## src/rtl/shift_rate_controller.sv

```systemverilog
`timescale 1ns/1ps
// -----------------------------------------------------------------------------
// shift_rate_controller
//
// Divides a qualified tick stream (En) by a programmable period and issues one
// shifterEn strobe per period. It counts strobes up to a programmable total and
// reports completion through a start / ready / done handshake. A run can be
// cancelled with abort.
//
// Parameters
//   CW          prescaler width; full-period mode divides by 2^CW ticks
//   SCW         shift counter width; largest run is 2^SCW-1 shifts
//
// Ports
//   Clk         rising-edge clock
//   Reset       asynchronous active-low reset
//   En          tick qualifier; the prescaler only moves on En cycles
//   start       begin a run (accepted only while ready)
//   abort       cancel a run in progress (ignored while idle)
//   control     0 = period 2^CW ticks, 1 = period m+1 ticks (latched at start)
//   m           period minus one for control=1 (latched at start)
//   n           number of shifts in the run (latched at start)
//   shifterEn   one-cycle shift strobe, combinational, same cycle as its En tick
//   ready       idle, able to accept start
//   done        one-cycle pulse after the final shift of a normal run
//   shifts_done shifts issued in the current or last run
//
// FSM states
//   state | meaning
//   IDLE  | waiting for start; ready=1
//   RUN   | dividing En ticks and issuing shifts until n reached or abort
// -----------------------------------------------------------------------------
module shift_rate_controller #(
  parameter int CW  = 8,
  parameter int SCW = 5
) (
  input  logic           Clk,
  input  logic           Reset,
  input  logic           En,
  input  logic           start,
  input  logic           abort,
  input  logic           control,
  input  logic [CW-1:0]  m,
  input  logic [SCW-1:0] n,
  output logic           shifterEn,
  output logic           ready,
  output logic           done,
  output logic [SCW-1:0] shifts_done
);

  typedef enum logic {
    IDLE = 1'b0,
    RUN  = 1'b1
  } state_t;

  state_t         state;
  logic [CW-1:0]  presc;
  logic [CW-1:0]  m_q;
  logic [SCW-1:0] n_q;
  logic           ctrl_q;

  logic [CW-1:0]  term;
  logic           at_term;
  logic           last_shift;

  // Full-period mode terminates at all-ones so the period is exactly 2^CW.
  assign term       = ctrl_q ? m_q : {CW{1'b1}};
  assign at_term    = (presc == term);
  // The run ends on the strobe that brings the count up to n; checking this
  // before the increment keeps shifts_done from ever wrapping.
  assign last_shift = ((shifts_done + SCW'(1)) == n_q);

  // Abort suppresses a coincident strobe so a cancelled run never shifts on
  // its way out.
  assign shifterEn  = (state == RUN) && En && at_term && !abort;
  assign ready      = (state == IDLE);

  always_ff @(posedge Clk or negedge Reset) begin
    if (!Reset) begin
      state       <= IDLE;
      presc       <= '0;
      m_q         <= '0;
      n_q         <= '0;
      ctrl_q      <= 1'b0;
      shifts_done <= '0;
      done        <= 1'b0;
    end else begin
      done <= 1'b0;
      case (state)
        IDLE: begin
          if (start) begin
            m_q         <= m;
            n_q         <= n;
            ctrl_q      <= control;
            presc       <= '0;
            shifts_done <= '0;
            // A zero-length run completes immediately without leaving IDLE.
            if (n == '0) begin
              done <= 1'b1;
            end else begin
              state <= RUN;
            end
          end
        end
        RUN: begin
          if (abort) begin
            state <= IDLE;
          end else if (En) begin
            if (at_term) begin
              presc       <= '0;
              shifts_done <= shifts_done + SCW'(1);
              if (last_shift) begin
                state <= IDLE;
                done  <= 1'b1;
              end
            end else begin
              presc <= presc + CW'(1);
            end
          end
        end
        default: state <= IDLE;
      endcase
    end
  end

endmodule

```

## config.mk

```make
export PLATFORM = sky130hd
export DESIGN_NAME = shift_rate_controller
export DESIGN_NICKNAME = d
export VERILOG_FILES = /design/src/rtl/shift_rate_controller.sv
export SDC_FILE = /design/constraint.sdc
export NUM_CORES = 1
export LEC_CHECK = 0
export CORE_ASPECT_RATIO = 0.8
export CORE_UTILIZATION = 40
export DETAILED_ROUTE_END_ITERATION = 12
export PLACE_DENSITY = 0.71
export SLEW_MARGIN = 20
export SYNTH_ARGS = -nofsm -noshare
export SYNTH_HDL_FRONTEND = slang
export SYNTH_SLANG_ARGS = --single-unit
```

## constraint.sdc

```tcl
create_clock -name Clk -period 2.16 [get_ports Clk]
set_input_delay 0.432 -clock Clk [delete_from_list [all_inputs] [get_ports Clk]]
set_output_delay 0.432 -clock Clk [all_outputs]
set_load 0.01 [all_outputs]
```

==> impl_metrics.toml, run 1 <==
[yosys]
synth_seq_area_share_pct = 42.6
syn_area_sq_um = 1700
synthCells = 188
synth.area.top_cells = "dfrtp_1 43%, nand2_1 12%, xnor2_1 6.2%"
synthesis.area_per_instance_sq_um = 9.06
synthFlopType = "dfrtp_1"
synth_cell_types = 39
synth_fp_nets = 209
synth_largest_area_cell = "dfrtp_1"
yosys.area.top_type_share_pct = 42.6
ys_warn_count = 0
synth-seq-cells = 29
async_flop_share_pct = 100
synth_edf_count = 0

[cells_and_area]
drive_gt1_share_pct = 25.6
final_cell_mix = "53 x nand2_1, 38 x buf_4, 28 x dfrtp_1"
final_nets = 274
diodes = 0
area_growth_pct = 43.2
final_cell_area_sq_um = 2440
final_common_cell = "nand2_1"

[floorplanning]
die_h_um = 60.4
rows = 20
coreArea_sq_um = 3930
die_w_um = 75.0
io_pins = 27
die_area_sq_um = 4530
start_util_pct = 43.4

[timing]
min_period_ns = 2.18
rsz0062_at_grt = "true"
finalSetupViolations = 1
timing.fmax_ghz = 0.459
hold-worst-slack_ns = 0.494
finalClockSkew_ns = 0.00572
relSlewSlack_pct = 75.2
layout_setup_ws_ns = -0.0198
worst_slew_pin_slew_ns = 0.372
fin_crit_sh_pct = 101
final-hold-violation-count = 0
drv_slew = 0

[clock_network]
insertion_delay_ns = 0.29
cts_tree = "done"
cts.sinks = 29
h-tree-depth = 2
path_clk_slew_ns = 0.07
cts_max_path_buffers = 2
cts_buffers = 5
root_buffer = "clkbuf_8"

[job]
maxCapViolCount = 0

[critical_path]
crit_fanout = 7
required_ns = 1.73
crit_path_start_kind = "register"
end_kind = "output pin"
path_class = "reg2out"
cp-startpoint = "ctrl_q"
reg2reg_from = "ctrl_q"
crit_arrival_ns = 1.75

[route]
route.antenna.remaining_nets = 0
routed_via_density = 5.12
dr.pass1.iters = 4
wire_per_inst_um = 14.2
wl_met1_mm = 2.31
routed-wl-met3_um = 158
vias = 1581
drt_wl_total_mm = 4.39
met2_length_mm = 1.86
drc_errors = 0
top_layer = "met4"
drt_iter0_markers = 131

[placed_design]
dp_hpwl_mm = 3.17
placed_cell_area_sq_um = 2270
portBuffers = 26
place.gp.congestion = 0.880
dp_worst_setup_slack_ns = -0.246

[power]
vdd_drop_max_uv = 499
cellLeakagePower_uw = 0.00115
total_power_uw = 2120
power_density_nw_per_um2 = 871

[worst_hold_path]
holdCritPathClass = "reg2reg"
holdCritStartpoint = "n_q[2]"

[grt]
grt.total_usage_pct = 23.4
grt_overflow_total = 0
grt_max_degree = 30
grt_pass1_wl_mm = 7.60
antenna_found_initial = 0
grt_pass1_vias = 1541

[outcome]
status = "finished with violations"
violations = "setup timing"
==> stage by stage <==
stage,utilization (%),std cells,TNS (ns)
final,62.1,309,-0.0198
after global routing,62.1,309,-0.0809
after CTS,61.9,309,-0.0377
after detailed placement,57.8,299,-0.246
after global placement,57.8,299,-0.181
after floorplan,-,188,0
==> state kept, by name, indices dropped and copies added (netlist names) <==
register and cells:
n_q 5, shifts_done 5, presc 8, m_q 8, done 1, state 1, ctrl_q 1
==> where the power goes <==
part           internal, uW  leakage (uW)  switching (uW)
combinational           401      0.000724             309
sequential              657      0.000371             150
clock                   375     0.0000574             232
==> worst paths after layout <==
kind	to	depth (start not counted)	slack, ns
setup reg to reg	shifts_done[4]	7	0.13
max in group asynchronous	ctrl_q	2	1.35
setup / recovery	shifterEn	6	-0.02
min in group asynchronous	m_q[1]	2	0.52
hold reg to reg	n_q[2]	2	0.49
hold / removal	n_q[2]	2	0.49
==> synth_stat cells (all sizes together) (5+ instances only) <==
library cell,number
a21oi,9
xor2,5
inv,5
nor3,7
nand3,8
dfrtp,29
nand2,53
xnor2,12
or3,5
nor2,5
==> critical path, stage by stage, from the launching register on <==
cell and delay (ns):
dfrtp_2 0.46, buf_6 0.14, and4bb_2 0.23, a22o_4 0.25, o22ai_2 0.16, nor3_4 0.08, buf_2 0.14
==> kinds of logic (layout without fill, tap and decap cells) <==
family | Yosys count | count (layout) | synth area share (%)
and+or+nand+nor | 95 | 95 | 27.7
AOI/OAI and AO/OA | 31 | 31 | 15.0
DFF | 29 | 29 | 42.6
xor gates and xnor gates | 17 | 17 | 8.74
buffers and inverters | 12 | 78 | 3.38
adders and majority gates | 2 | 2 | 1.47
muxes | 2 | 2 | 1.17
==> per-layer routing <==
metal | up-vias | GRT usage (%)
met5 | - | 0
met4 | 0 | 8.09
met3 | 8 | 4.98
met2 | 39 | 34.5
met1 | 742 | 34.2
li1 | 792 | -
==> repair_timing <==
action / CTS / global route
hold buffers: 0 / 0
gates resized for setup: 10 / 1
pin swaps: 4 / 3
buffers inserted: 3 / 0
setup endpoints to repair: 1 / 3
==> area by class of cell <==
type	instances	area, sq um
multi-input combinational	147	953
fill	366	1490
tap	55	68.8
inverter	5	18.8
timing repair buffer	65	552
clock inverter	2	37.5
sequential	29	727
clock buffer	6	82.6
No activity file was read; power rests on OpenSTA's default activity.
==> inputs of run 2 (changes only) <==
--- a/config.mk
+++ b/config.mk
@@ -9,4 +9,5 @@
 export CORE_UTILIZATION = 40
 export DETAILED_ROUTE_END_ITERATION = 12
+export MAX_ROUTING_LAYER = met4
 export PLACE_DENSITY = 0.71
 export SLEW_MARGIN = 20
==> constraint.sdc (replaced) <==
create_clock -name Clk -period 2.5 [get_ports Clk]
set_input_delay 0.375 -clock Clk [delete_from_list [all_inputs] [get_ports Clk]]
set_output_delay 0.375 -clock Clk [all_outputs]
set_load 0.01 [all_outputs]
==> run 2 against run 1 <==
The run now ends clean. Final area decreased by 12%. Largest power group unchanged. Count of clock-buffer cells in the layout unchanged. Clock power fell by 38%. Critical endpoint unchanged. Via count decreased by 7.5%. Cell count shrank 10%. Highest routed layer unchanged. Setup slack gained 0.16 ns.
==> impl_metrics.toml, run 2 (synthesized netlist as in run 1, its figures left out) <==
[power]
switchingPower_uw = 550
seq_power_share_pct = 45.4
intPower_uw = 1030
power_density_nw_per_um2 = 738
cellLeakagePower_uw = 0.000981
switching_share_pct = 34.8
combPwrFrac_pct = 30.7
vdd_drop_max_uv = 333
power_frac_clock_pct = 23.8

[critical_path]
end_kind = "output pin"
crit_arrival_ns = 1.98
crit_fanout = 8
crit_path_start_kind = "register"
required_ns = 2.12
path_class = "reg2out"

[cells_and_area]
final_cell_mix = "53 x nand2_1, 28 x dfrtp_1, 25 x clkdlybuf4s50_1"
final_common_cell = "nand2_1"
area_growth_pct = 25.7
drive_gt1_share_pct = 13.5
reg_top3 = "m_q: 8 flops, presc: 8 flops"
final_nets = 242
diodes = 0
fillCellCount = 374

[clock_network]
cts_tree = "done"
insertion_delay_ns = 0.29
postCtsHoldBufs = 0
root_buffer = "clkbuf_8"
cts_buffers = 5
h-tree-depth = 2
cts_max_path_buffers = 2
path_clk_slew_ns = 0.07
cts.sinks = 29

[route]
drt_iter0_markers = 166
drc_errors = 0
vias = 1462
drt_wl_total_mm = 3.97
routed_via_density = 5.28
dr.pass1.iters = 4
wire_per_inst_um = 14.3
route.antenna.remaining_nets = 0

[timing]
timing.fmax_ghz = 0.424
tns_ns = 0
hold-worst-slack_ns = 0.465
rsz0062_at_grt = "false"
finalClockSkew_ns = 0.00781
min_period_ns = 2.36
drv_slew = 0
relSlewSlack_pct = 69.1
fin_crit_sh_pct = 94.3
finalSetupViolations = 0
worst_slew_pin_slew_ns = 0.460
final-hold-violation-count = 0

[job]
maxCapViolCount = 0

[floorplanning]
die_area_sq_um = 4530
coreArea_sq_um = 3930
rows = 20
start_util_pct = 43.4
die_h_um = 60.4
io_pins = 27
die_w_um = 75.0

[grt]
grt_pass1_wl_mm = 6.82
antenna_found_initial = 0
grt_max_degree = 30
grt.total_usage_pct = 21.8
grt_overflow_total = 0
grt_pass1_vias = 1439

[outcome]
status = "finished, final reports clean"

[placed_design]
place.gp.congestion = 0.925
portBuffers = 26
dp_hpwl_mm = 2.83

[worst_hold_path]
holdCritPathClass = "in2async"
==> run 2: area by class of cell <==
cell class | count | area (sq um) | area share (%)
multi-input combinational | 147 | 933 | 43.6
sequential | 29 | 727 | 33.9
timing repair buffer | 33 | 312 | 14.5
clock buffer | 6 | 72.6 | 3.39
tap | 55 | 68.8 | 3.21
inverter | 5 | 18.8 | 0.876
clock inverter | 2 | 10.0 | 0.467
==> run 2: routing by layer <==
layer / part of all wire [%] / vias to the layer above / global-route usage [%]
met5: 0 / - / -
met4: 2.6 / 0 / 12.4
met2: 41 / 36 / 30.1
met3: 4.3 / 10 / 4.15
li1: - / 729 / -
met1: 52 / 687 / 29.9
==> run 2: repair_timing <==
item	4_1_cts	5_1_grt
resized for setup	2	2
pin swaps	0	0
setup buffers	1	0
endpoints found under the setup margin	1	1
==> run 2: worst paths after layout <==
kind,from,endpoint,slack (ns),cells after the start
worst min register to register,n_q[1],n_q[1],0.49,2
worst max-delay path,presc[0],shifterEn,0.14,5
worst min-delay path,Reset,presc[2],0.46,2
worst max register to register,presc[0],state,0.55,5
max in group asynchronous,Reset,ctrl_q,1.72,2
min in group Clk,n_q[1],n_q[1],0.49,2
==> run 2: critical path, stage by stage, from the launching register on <==
cell and delay, ns:
dfrtp_1 0.50, and4bb_2 0.27, a22o_2 0.28, o22ai_2 0.26, nor3_4 0.08, dlygate4sd2_1 0.29
==> run 2: power by group through the flow <==
stage	logic (uW)	clock network [uW]	registers [uW]
finish	486	377	718
floorplan	334	0	686
global placement	468	0	722
detailed placement	476	0	724
CTS	485	387	714
global route	549	408	733
==> run 2: per-stage QoR <==
step | worst slack [ns] | instances | total power (uW) | cell area (sq um) | util (%)
3_3_place_gp | 0.112 | 268 | 1190 | 2040 | 51.9
2_1_floorplan | 0.643 | 188 | 1020 | 1700 | -
3_5_place_dp | 0.0764 | 268 | 1200 | 2040 | 51.9
4_1_cts | 0.0397 | 277 | 1590 | 2130 | 54.2
6_report | 0.143 | 277 | 1580 | 2140 | 54.5
5_1_grt | 0.0843 | 277 | 1690 | 2140 | 54.5
